--- src/rtl/alu_exec_unit.sv ---
// alu_exec_unit: execute stage with single-cycle ALU ops and an iterative multi-step shifter
module alu_exec_unit #(
  parameter int XLEN       = 32,
  parameter int SHIFT_STEP = 4
) (
  input  logic            clk,
  input  logic            rst,
  input  logic            flush,
  input  logic            in_valid,
  output logic            in_ready,
  input  logic [3:0]      in_aluop,
  input  logic [XLEN-1:0] in_a,
  input  logic [XLEN-1:0] in_b,
  input  logic [4:0]      in_rd,
  output logic            out_valid,
  input  logic            out_ready,
  output logic [XLEN-1:0] out_result,
  output logic [4:0]      out_rd,
  output logic            busy
);
  localparam int SW = $clog2(XLEN);
  localparam logic [3:0] ALU_ADD    = 4'd0;
  localparam logic [3:0] ALU_SUB    = 4'd1;
  localparam logic [3:0] ALU_AND    = 4'd2;
  localparam logic [3:0] ALU_OR     = 4'd3;
  localparam logic [3:0] ALU_XOR    = 4'd4;
  localparam logic [3:0] ALU_SLT    = 4'd5;
  localparam logic [3:0] ALU_SLTU   = 4'd6;
  localparam logic [3:0] ALU_SLL    = 4'd7;
  localparam logic [3:0] ALU_SRL    = 4'd8;
  localparam logic [3:0] ALU_SRA    = 4'd9;
  localparam logic [3:0] ALU_COPY_A = 4'd10;
  localparam logic [3:0] ALU_COPY_B = 4'd11;
  localparam logic [3:0] ALU_JALR   = 4'd12;

  typedef enum logic [1:0] {IDLE, SHIFT, HOLD} state_t;

  state_t          state, state_n;
  logic [XLEN-1:0] acc, shifted, alu_res, wr_res;
  logic [3:0]      op;
  logic [4:0]      rd_q, wr_rd;
  logic [SW-1:0]   rem, rem_n, amt, shamt;
  logic            accept, is_shift, free, wr;

  assign shamt    = in_b[SW-1:0];
  assign free     = ~out_valid | out_ready;
  assign in_ready = (state == IDLE) & free & ~rst;
  assign accept   = in_valid & in_ready & ~flush;
  assign is_shift = (in_aluop == ALU_SLL) | (in_aluop == ALU_SRL) | (in_aluop == ALU_SRA);
  assign busy     = state != IDLE;
  assign amt      = ({1'b0, rem} > (SW+1)'(SHIFT_STEP)) ? SW'(SHIFT_STEP) : rem;
  assign rem_n    = rem - amt;
  assign shifted  = (op == ALU_SLL) ? acc << amt :
                    (op == ALU_SRA) ? $unsigned($signed(acc) >>> amt) : acc >> amt;

  // single-cycle result; shift ops only land here with a zero shift amount, so they pass a through
  always_comb begin
    alu_res = '0;
    case (in_aluop)
      ALU_ADD:    alu_res = in_a + in_b;
      ALU_SUB:    alu_res = in_a - in_b;
      ALU_AND:    alu_res = in_a & in_b;
      ALU_OR:     alu_res = in_a | in_b;
      ALU_XOR:    alu_res = in_a ^ in_b;
      ALU_SLT:    alu_res = {{(XLEN-1){1'b0}}, $signed(in_a) < $signed(in_b)};
      ALU_SLTU:   alu_res = {{(XLEN-1){1'b0}}, in_a < in_b};
      ALU_SLL, ALU_SRL, ALU_SRA, ALU_COPY_A: alu_res = in_a;
      ALU_COPY_B: alu_res = in_b;
      ALU_JALR:   alu_res = (in_a + in_b) & ~{{(XLEN-1){1'b0}}, 1'b1};
      default:    alu_res = '0;
    endcase
  end

  // next state and output-register write selection
  always_comb begin
    state_n = state;
    wr      = 1'b0;
    wr_res  = alu_res;
    wr_rd   = in_rd;
    case (state)
      IDLE: begin
        if (accept) begin
          if (is_shift && shamt != '0) state_n = SHIFT;
          else wr = 1'b1;
        end
      end
      SHIFT: begin
        wr_res = shifted;
        wr_rd  = rd_q;
        if (rem_n == '0) begin
          wr      = free;
          state_n = free ? IDLE : HOLD;
        end
      end
      HOLD: begin
        wr_res  = acc;
        wr_rd   = rd_q;
        wr      = free;
        state_n = free ? IDLE : HOLD;
      end
      default: state_n = IDLE;
    endcase
    if (flush) begin
      state_n = IDLE;
      wr      = 1'b0;
    end
  end

  // state, shifter datapath and output register
  always_ff @(posedge clk) begin
    if (rst) begin
      state      <= IDLE;
      acc        <= '0;
      op         <= '0;
      rd_q       <= '0;
      rem        <= '0;
      out_valid  <= 1'b0;
      out_result <= '0;
      out_rd     <= '0;
    end else begin
      state     <= state_n;
      out_valid <= ~flush & (wr | (out_valid & ~out_ready));
      if (wr) begin
        out_result <= wr_res;
        out_rd     <= wr_rd;
      end
      if (accept && is_shift) begin
        acc  <= in_a;
        op   <= in_aluop;
        rd_q <= in_rd;
        rem  <= shamt;
      end else if (state == SHIFT) begin
        acc <= shifted;
        rem <= rem_n;
      end
    end
  end
endmodule

--- config.mk ---
export PLATFORM = sky130hd
export DESIGN_NAME = alu_exec_unit
export DESIGN_NICKNAME = d
export VERILOG_FILES = /design/src/rtl/alu_exec_unit.sv
export SDC_FILE = /design/constraint.sdc
export NUM_CORES = 1
export LEC_CHECK = 0
export CELL_PAD_IN_SITES_DETAIL_PLACEMENT = 1
export CELL_PAD_IN_SITES_GLOBAL_PLACEMENT = 1
export CORE_MARGIN = 3
export CORE_UTILIZATION = 45
export DETAILED_ROUTE_END_ITERATION = 16
export GPL_TIMING_DRIVEN = 0
export PLACE_DENSITY_LB_ADDON = 0.1
export SYNTH_ARGS = -nofsm -noshare
export SYNTH_HDL_FRONTEND = slang
export SYNTH_SLANG_ARGS = --single-unit
--- constraint.sdc ---
create_clock -name clk -period 10.35 [get_ports clk]
set_input_delay 2.07 -clock clk [delete_from_list [all_inputs] [get_ports clk]]
set_output_delay 2.07 -clock clk [all_outputs]
set_load 0.005 [all_outputs]
==> flow_metrics.tcl, run 1 <==
set metrics [dict create \
    cts_resized 0 \
    wl_per_cell_um 28.84 \
    antenna_left 0 \
    tns_ns 0 \
    slowest_stage "a2111oi_0" \
    cts_tree "done" \
    finalHoldViolCount 0 \
    clkLatencyLatePin_ns 0.36 \
    hpwlAfterDp_um 49170 \
    crit_fanout 5 \
    rr_endpoint "out_result[21]$_SDFFE_PP0P_" \
    min_period_over_period_pct 61.15 \
    worst_slack_ns 4.021 \
    multi_input_area_um2 9188 \
    synthAdderAreaFrac_pct 10.98 \
    rr_startpoint "rem[1]$_SDFFE_PP0P_" \
    synth_commonest_cells "nand2_1 (205), nor2_1 (193), a21oi_1 (142)" \
    hold-path-endpoint "rd_q[2]$_SDFFE_PP0P_" \
    synthCells 1741 \
    cts_buffers 9 \
    synthesis.nets 1922 \
    detail_route.wirelength_um 63630 \
    slowest_delay_ns 0.91 \
    initial_core_util_pct 45.81 \
    yosysSeqAreaShare_pct 14.38 \
    cts_max_level 3 \
    finalSetupViolCount 0 \
    synthArstFlopShare_pct 0 \
    critPathLaunchType "primary input" \
    ys.flop_type "dfxtp_1" \
    synth_top_family_by_area "compound AO/OA/AOI/OAI gates" \
    yosys-mux-area-fraction_pct 8.289 \
    synth.most_common_cell "nand2_1" \
    cts.sinks 86 \
    syn_area_um2 11970 \
    holdPathStages 2 \
    max_freq_mhz 158.0 \
    cp.required_ns 10.62 \
    portBuffers 114 \
    slew_headroom_pct 22.62 \
    yosysUniqueCellTypes 96 \
    gp_congestion 1.031 \
    critPathKind "in -> reg" \
    p_leak_nw 5.336 \
    fin_nets 2047 \
    rsz0062_at_grt "no" \
    synth-warning-count 0 \
    antenna_found_initial 1 \
    maxSlewViolCount 0 \
    pin_count 118 \
    path_buf_inv 1 \
    cellPowerDensity_nw_per_um2 85.17 \
    die_h_um 169.1 \
    postCtsHoldBufs 0 \
    fillCellCount 3457 \
    drive_above_1_share_pct 4.276 \
    grt_use_total_pct 42.69 \
    synth_top_area_share_pct 14.38 \
    num_rows 59 \
    arrival_ns 6.60 \
    synth_compound_area_share_pct 34.13 \
    final-seq-area_um2 1722 \
    postCtsSetupBuffers 0 \
    grt_max_degree 18 \
    vias 15670 \
    synth_top_area_cell "dfxtp_1" \
    cp_cell_sequence "clkdlybuf4s50_1, ha_1, fa_1, a21o_1, a21o_1, a2111oi_0, o21ai_0, a211oi_1, a211oi_1, a2111oi_0, a221oi_1, a31oi_1" \
    cp-startpoint "in_b[0]" \
    hold_start "rd_q[2]$_SDFFE_PP0P_" \
    coreArea_um2 26130 \
    die-area_um2 28590 \
    clk_pin_slew_ns 0.08 \
    grt_overflow_total 0 \
    yosys.area_share.simple_pct 23.11 \
    cp_top_family "compound AO/OA/AOI/OAI gates" \
    yosys-top-cells-area "dfxtp_1 (14%), ha_1 (11%), nand2_1 (6.4%)" \
    first_pass_iters 6 \
    synth-xor-area-share_pct 0.2195 \
    synth.avg_cell_area_um2 6.875 \
    reg2reg_depth 16 \
    crit_path_end_kind "flop" \
    status "finished, final reports clean" \
    vias_per_cell 7.105 \
    die_x_um 169.1 \
    worst_pin_slew_ns 1.155 \
    period_minus_slack_ns 6.329 \
    dp_slack_ns 3.807 \
    antenna_cells 0 \
    grt_pass1_vias 15480 \
    grt_pass1_wl_um 94490 \
    max-vdd-ir-drop_mv 0.06069 \
    synth_edf_count 0 \
    maxCapViolCount 0 \
    drc_errors 0 \
    hold_class "reg -> reg" \
    r2r_slack_ns 4.61 \
    cts_buffer_depth 2 \
    synth.ff_latch_count 86 \
    fin_skew_ns 0.01845 \
    cts-root-buf "clkbuf_16" \
    syn2layout_area_growth_pct 15.65 \
    drt_iter0_drc 1977 \
]
kinds of logic after synthesis:
kind of cell	count (synthesis)
other	1
and+or+nand+nor	612
buffers and inverters	274
AOI/OAI and AO/OA	587
DFF	86
xor gates and xnor gates	3
adders and majority gates	104
muxes	74
metrics by stage:
stage	power, mW	area, um2	utilization, %	hold WS (ns)	cells
after floorplan	0.6238	11970	-	0.4360	1741
after global placement	0.7987	13530	51.78	0.4420	2190
after detailed placement	0.8090	13530	51.78	0.4548	2190
after CTS	1.153	13840	52.97	0.4660	2206
after global routing	1.214	13840	52.97	0.4791	2206
final	1.179	13840	52.97	0.4647	2206
where the power goes:
part | leakage, nW | switching (mW) | internal (mW)
Clock | 0.148 | 0.161 | 0.193
Combinational | 4.49 | 0.315 | 0.163
Sequential | 0.696 | 0.00735 | 0.339
final cells by class:
| cell class | count | area share, % |
|---|---|---|
| Tap cell | 335 | 3.028 |
| Multi-Input combinational cell | 1381 | 66.37 |
| Clock inverter | 7 | 0.6327 |
| Inverter | 106 | 2.874 |
| Sequential cell | 86 | 12.44 |
| Buffer | 168 | 4.790 |
| Timing Repair Buffer | 114 | 8.243 |
| Clock buffer | 9 | 1.627 |
worst min-delay path, stage by stage, from the launching register on:
cell and delay (ns):
dfxtp_1 0.32, nand2_1 0.05, a21oi_1 0.05
metal layers:
layer / vias up / track usage, % / share of wire (%)
met5: - / 0 / 0.022
met4: 2 / 24.75 / 7.0
met3: 336 / 8.080 / 10
met2: 1113 / 69.64 / 45
met1: 7572 / 52.66 / 38
li1: 6651 / - / -
sequential cells by signal (all words and copies together) (netlist names):
register and cells:
acc 32, op 4, out_rd 5, out_result 32, out_valid 1, rd_q 5
rem 5, state 2
cells in the final DEF (no fill, tap or decap), drive strengths merged, types with 53 or more instances in the layout:
| cell | Yosys | routed |
|---|---|---|
| nand2 | 205 | 205 |
| nor2 | 194 | 194 |
| clkbuf | 140 | 149 |
| a21oi | 143 | 143 |
| clkdlybuf4s50 | 0 | 114 |
| inv | 105 | 109 |
| ha | 101 | 101 |
| o21ai | 92 | 92 |
| dfxtp | 86 | 86 |
| nor3 | 70 | 70 |
| a211oi | 54 | 54 |
| mux2i | 53 | 53 |
worst max path at each step:
stage	end	slack, ns	cells after the start
3_5_place_dp	out_result[18]$_SDFFE_PP0P_	3.81	12
4_1_cts	out_result[18]$_SDFFE_PP0P_	4.11	12
2_1_floorplan	in_ready	5.37	4
6_report	out_result[18]$_SDFFE_PP0P_	4.02	12
5_1_grt	out_result[18]$_SDFFE_PP0P_	3.87	12
3_3_place_gp	out_result[18]$_SDFFE_PP0P_	4.02	12
Power figures use the tool's default switching activity.
==> run 2: changes to the inputs <==
Settings changed: CORE_UTILIZATION 45 to 43.
Clock period 10.35 ns to 6 ns, I/O delays scaled along.
==> flow_metrics.tcl, run 2 (synthesis gave the netlist of run 1 again) <==
set metrics [dict create \
    fillCellCount 3612 \
    slew_headroom_pct 5.170 \
    portBuffers 114 \
    cts-root-buf "clkbuf_16" \
    fin_nets 2047 \
    critPathLaunchType "flop" \
    cts.sinks 86 \
    p_leak_nw 5.334 \
    maxCapViolCount 0 \
    drt_iter0_drc 1834 \
    finalHoldViolCount 0 \
    holdWs_ns 0.4756 \
    p_comb_share_pct 40.6 \
    drive_above_1_share_pct 4.276 \
    slowest_delay_ns 0.62 \
    finalSetupViolCount 0 \
    detail_route.wirelength_um 63500 \
    antenna_found_initial 1 \
    grt_use_total_pct 40.39 \
    crit_path_end_kind "flop" \
    cts_tree "done" \
    worst_pin_slew_ns 1.403 \
    critPathKind "reg -> reg" \
    antenna_cells 0 \
    cp.required_ns 6.26 \
    tns_ns 0 \
    antenna_left 0 \
    hpwlAfterDp_um 49530 \
    grt_overflow_total 0 \
    clk_pin_slew_ns 0.08 \
    grt_pass1_wl_um 94990 \
    intPower_mw 1.198 \
    cts_resized 0 \
    final_common_cell "nand2_1" \
    rsz0062_at_grt "no" \
    cts_buffers 9 \
    sequentialPowerShare_pct 29.5 \
    max-vdd-ir-drop_mv 0.1126 \
    hold_class "reg -> reg" \
    p_sw_share_pct 40.79 \
    reg_top3 "acc x32, out_result x32" \
    initial_core_util_pct 44.05 \
    cp_top_family "buffers and inverters" \
    period_minus_slack_ns 5.703 \
    maxSlewViolCount 0 \
    final_cell_mix "nand2_1 (205), nor2_1 (193), a21oi_1 (142)" \
    pin_count 118 \
    grt_pass1_vias 15660 \
    fin_skew_ns 0.01305 \
    cts_buffer_depth 2 \
    path_buf_inv 7 \
    crit_top_cell "clkbuf_1" \
    status "finished, final reports clean" \
    clkLatencyLatePin_ns 0.35 \
    postCtsHoldBufs 0 \
    die-area_um2 29880 \
    grt_max_degree 18 \
    cellPowerDensity_nw_per_um2 145.7 \
    vias_per_cell 6.922 \
    vias 15530 \
    power_mw 2.024 \
    p_switching_mw 0.8255 \
    crit_fanout 10 \
    num_rows 60 \
    coreArea_um2 27180 \
    pwr-share-clk_pct 29.9 \
    cp_cell_sequence "clkbuf_1, clkbuf_1, buf_1, clkbuf_1, nand2_1, ha_1, o41ai_1, and3_1, nand2_1, o21ai_0, and2_1, clkbuf_1, clkbuf_1, buf_1, nor2_1, nor3_1" \
    min_period_over_period_pct 95.05 \
    die_h_um 172.8 \
    die_x_um 172.8 \
    wl_per_cell_um 28.31 \
    arrival_ns 5.97 \
    first_pass_iters 6 \
    max_freq_mhz 175.3 \
    cts_max_level 3 \
    gp_congestion 0.9900 \
    drc_errors 0 \
    syn2layout_area_growth_pct 16.01 \
    postCtsSetupBuffers 0 \
    slowest_stage "buf_1" \
]
run 2: changes by cell type in the layout (fill, tap and decap cells not counted):
cell / previous run / this run
inv_6: 1 / 2
inv_8: 3 / 2
run 2: layout make-up:
cell class,count,area (um2),share of cell area [%]
clock inverters,7,85.08,0.6127
plain buffers,168,663.1,4.775
clock buffers,9,225.2,1.622
flip-flops and latches,86,1722,12.40
inverters,106,397.9,2.865
multi-input cells,1381,9188,66.16
well taps,372,465.4,3.352
repair buffers,114,1141,8.217
run 2: path summary, 6_finish.rpt:
check	from	to	slack, ns	depth (start not counted)
worst max-delay path	rem[1]$_SDFFE_PP0P_	out_result[17]$_SDFFE_PP0P_	0.30	16
worst min-delay path	rd_q[3]$_SDFFE_PP0P_	rd_q[3]$_SDFFE_PP0P_	0.48	2
worst max register to register	rem[1]$_SDFFE_PP0P_	out_result[17]$_SDFFE_PP0P_	0.30	16
worst min register to register	rd_q[3]$_SDFFE_PP0P_	rd_q[3]$_SDFFE_PP0P_	0.48	2
run 2: worst reg2reg max path, stage by stage (launching register included):
cell and delay [ns]:
dfxtp_1 0.31, clkbuf_1 0.37, clkbuf_1 0.56, buf_1 0.62, clkbuf_1 0.53, nand2_1 0.12
ha_1 0.28, o41ai_1 0.25, and3_1 0.26, nand2_1 0.09, o21ai_0 0.25, and2_1 0.19
clkbuf_1 0.39, clkbuf_1 0.56, buf_1 0.57, nor2_1 0.13, nor3_1 0.16
run 2: per-layer routing:
layer / routed length [um] / up-vias / global-route usage [%]
met5: 13 / - / 0
met3: 5671 / 307 / 7.027
met1: 24400 / 7567 / 49.50
met2: 28900 / 1008 / 66.79
li1: - / 6642 / -
met4: 4515 / 2 / 23.21
run 2: metrics by stage:
step                utilization, %  std cells  instance area (um2)  setup WS, ns
global placement             49.96       2227                13580        0.5786
global route                 51.10       2243                13890        0.2097
finish                       51.10       2243                13890        0.2970
CTS                          51.10       2243                13890        0.5606
detailed placement           49.96       2227                13580        0.3702
floorplan                        -       1741                11970         2.000
run 2: power groups by stage:
| stage | combinational, mW | sequential [mW] | clock [mW] |
|---|---|---|---|
| finish | 0.822 | 0.597 | 0.604 |
| global route | 0.874 | 0.598 | 0.623 |
| CTS | 0.792 | 0.596 | 0.596 |
| detailed placement | 0.787 | 0.610 | 0 |
| global placement | 0.769 | 0.609 | 0 |
| floorplan | 0.470 | 0.606 | 0 |
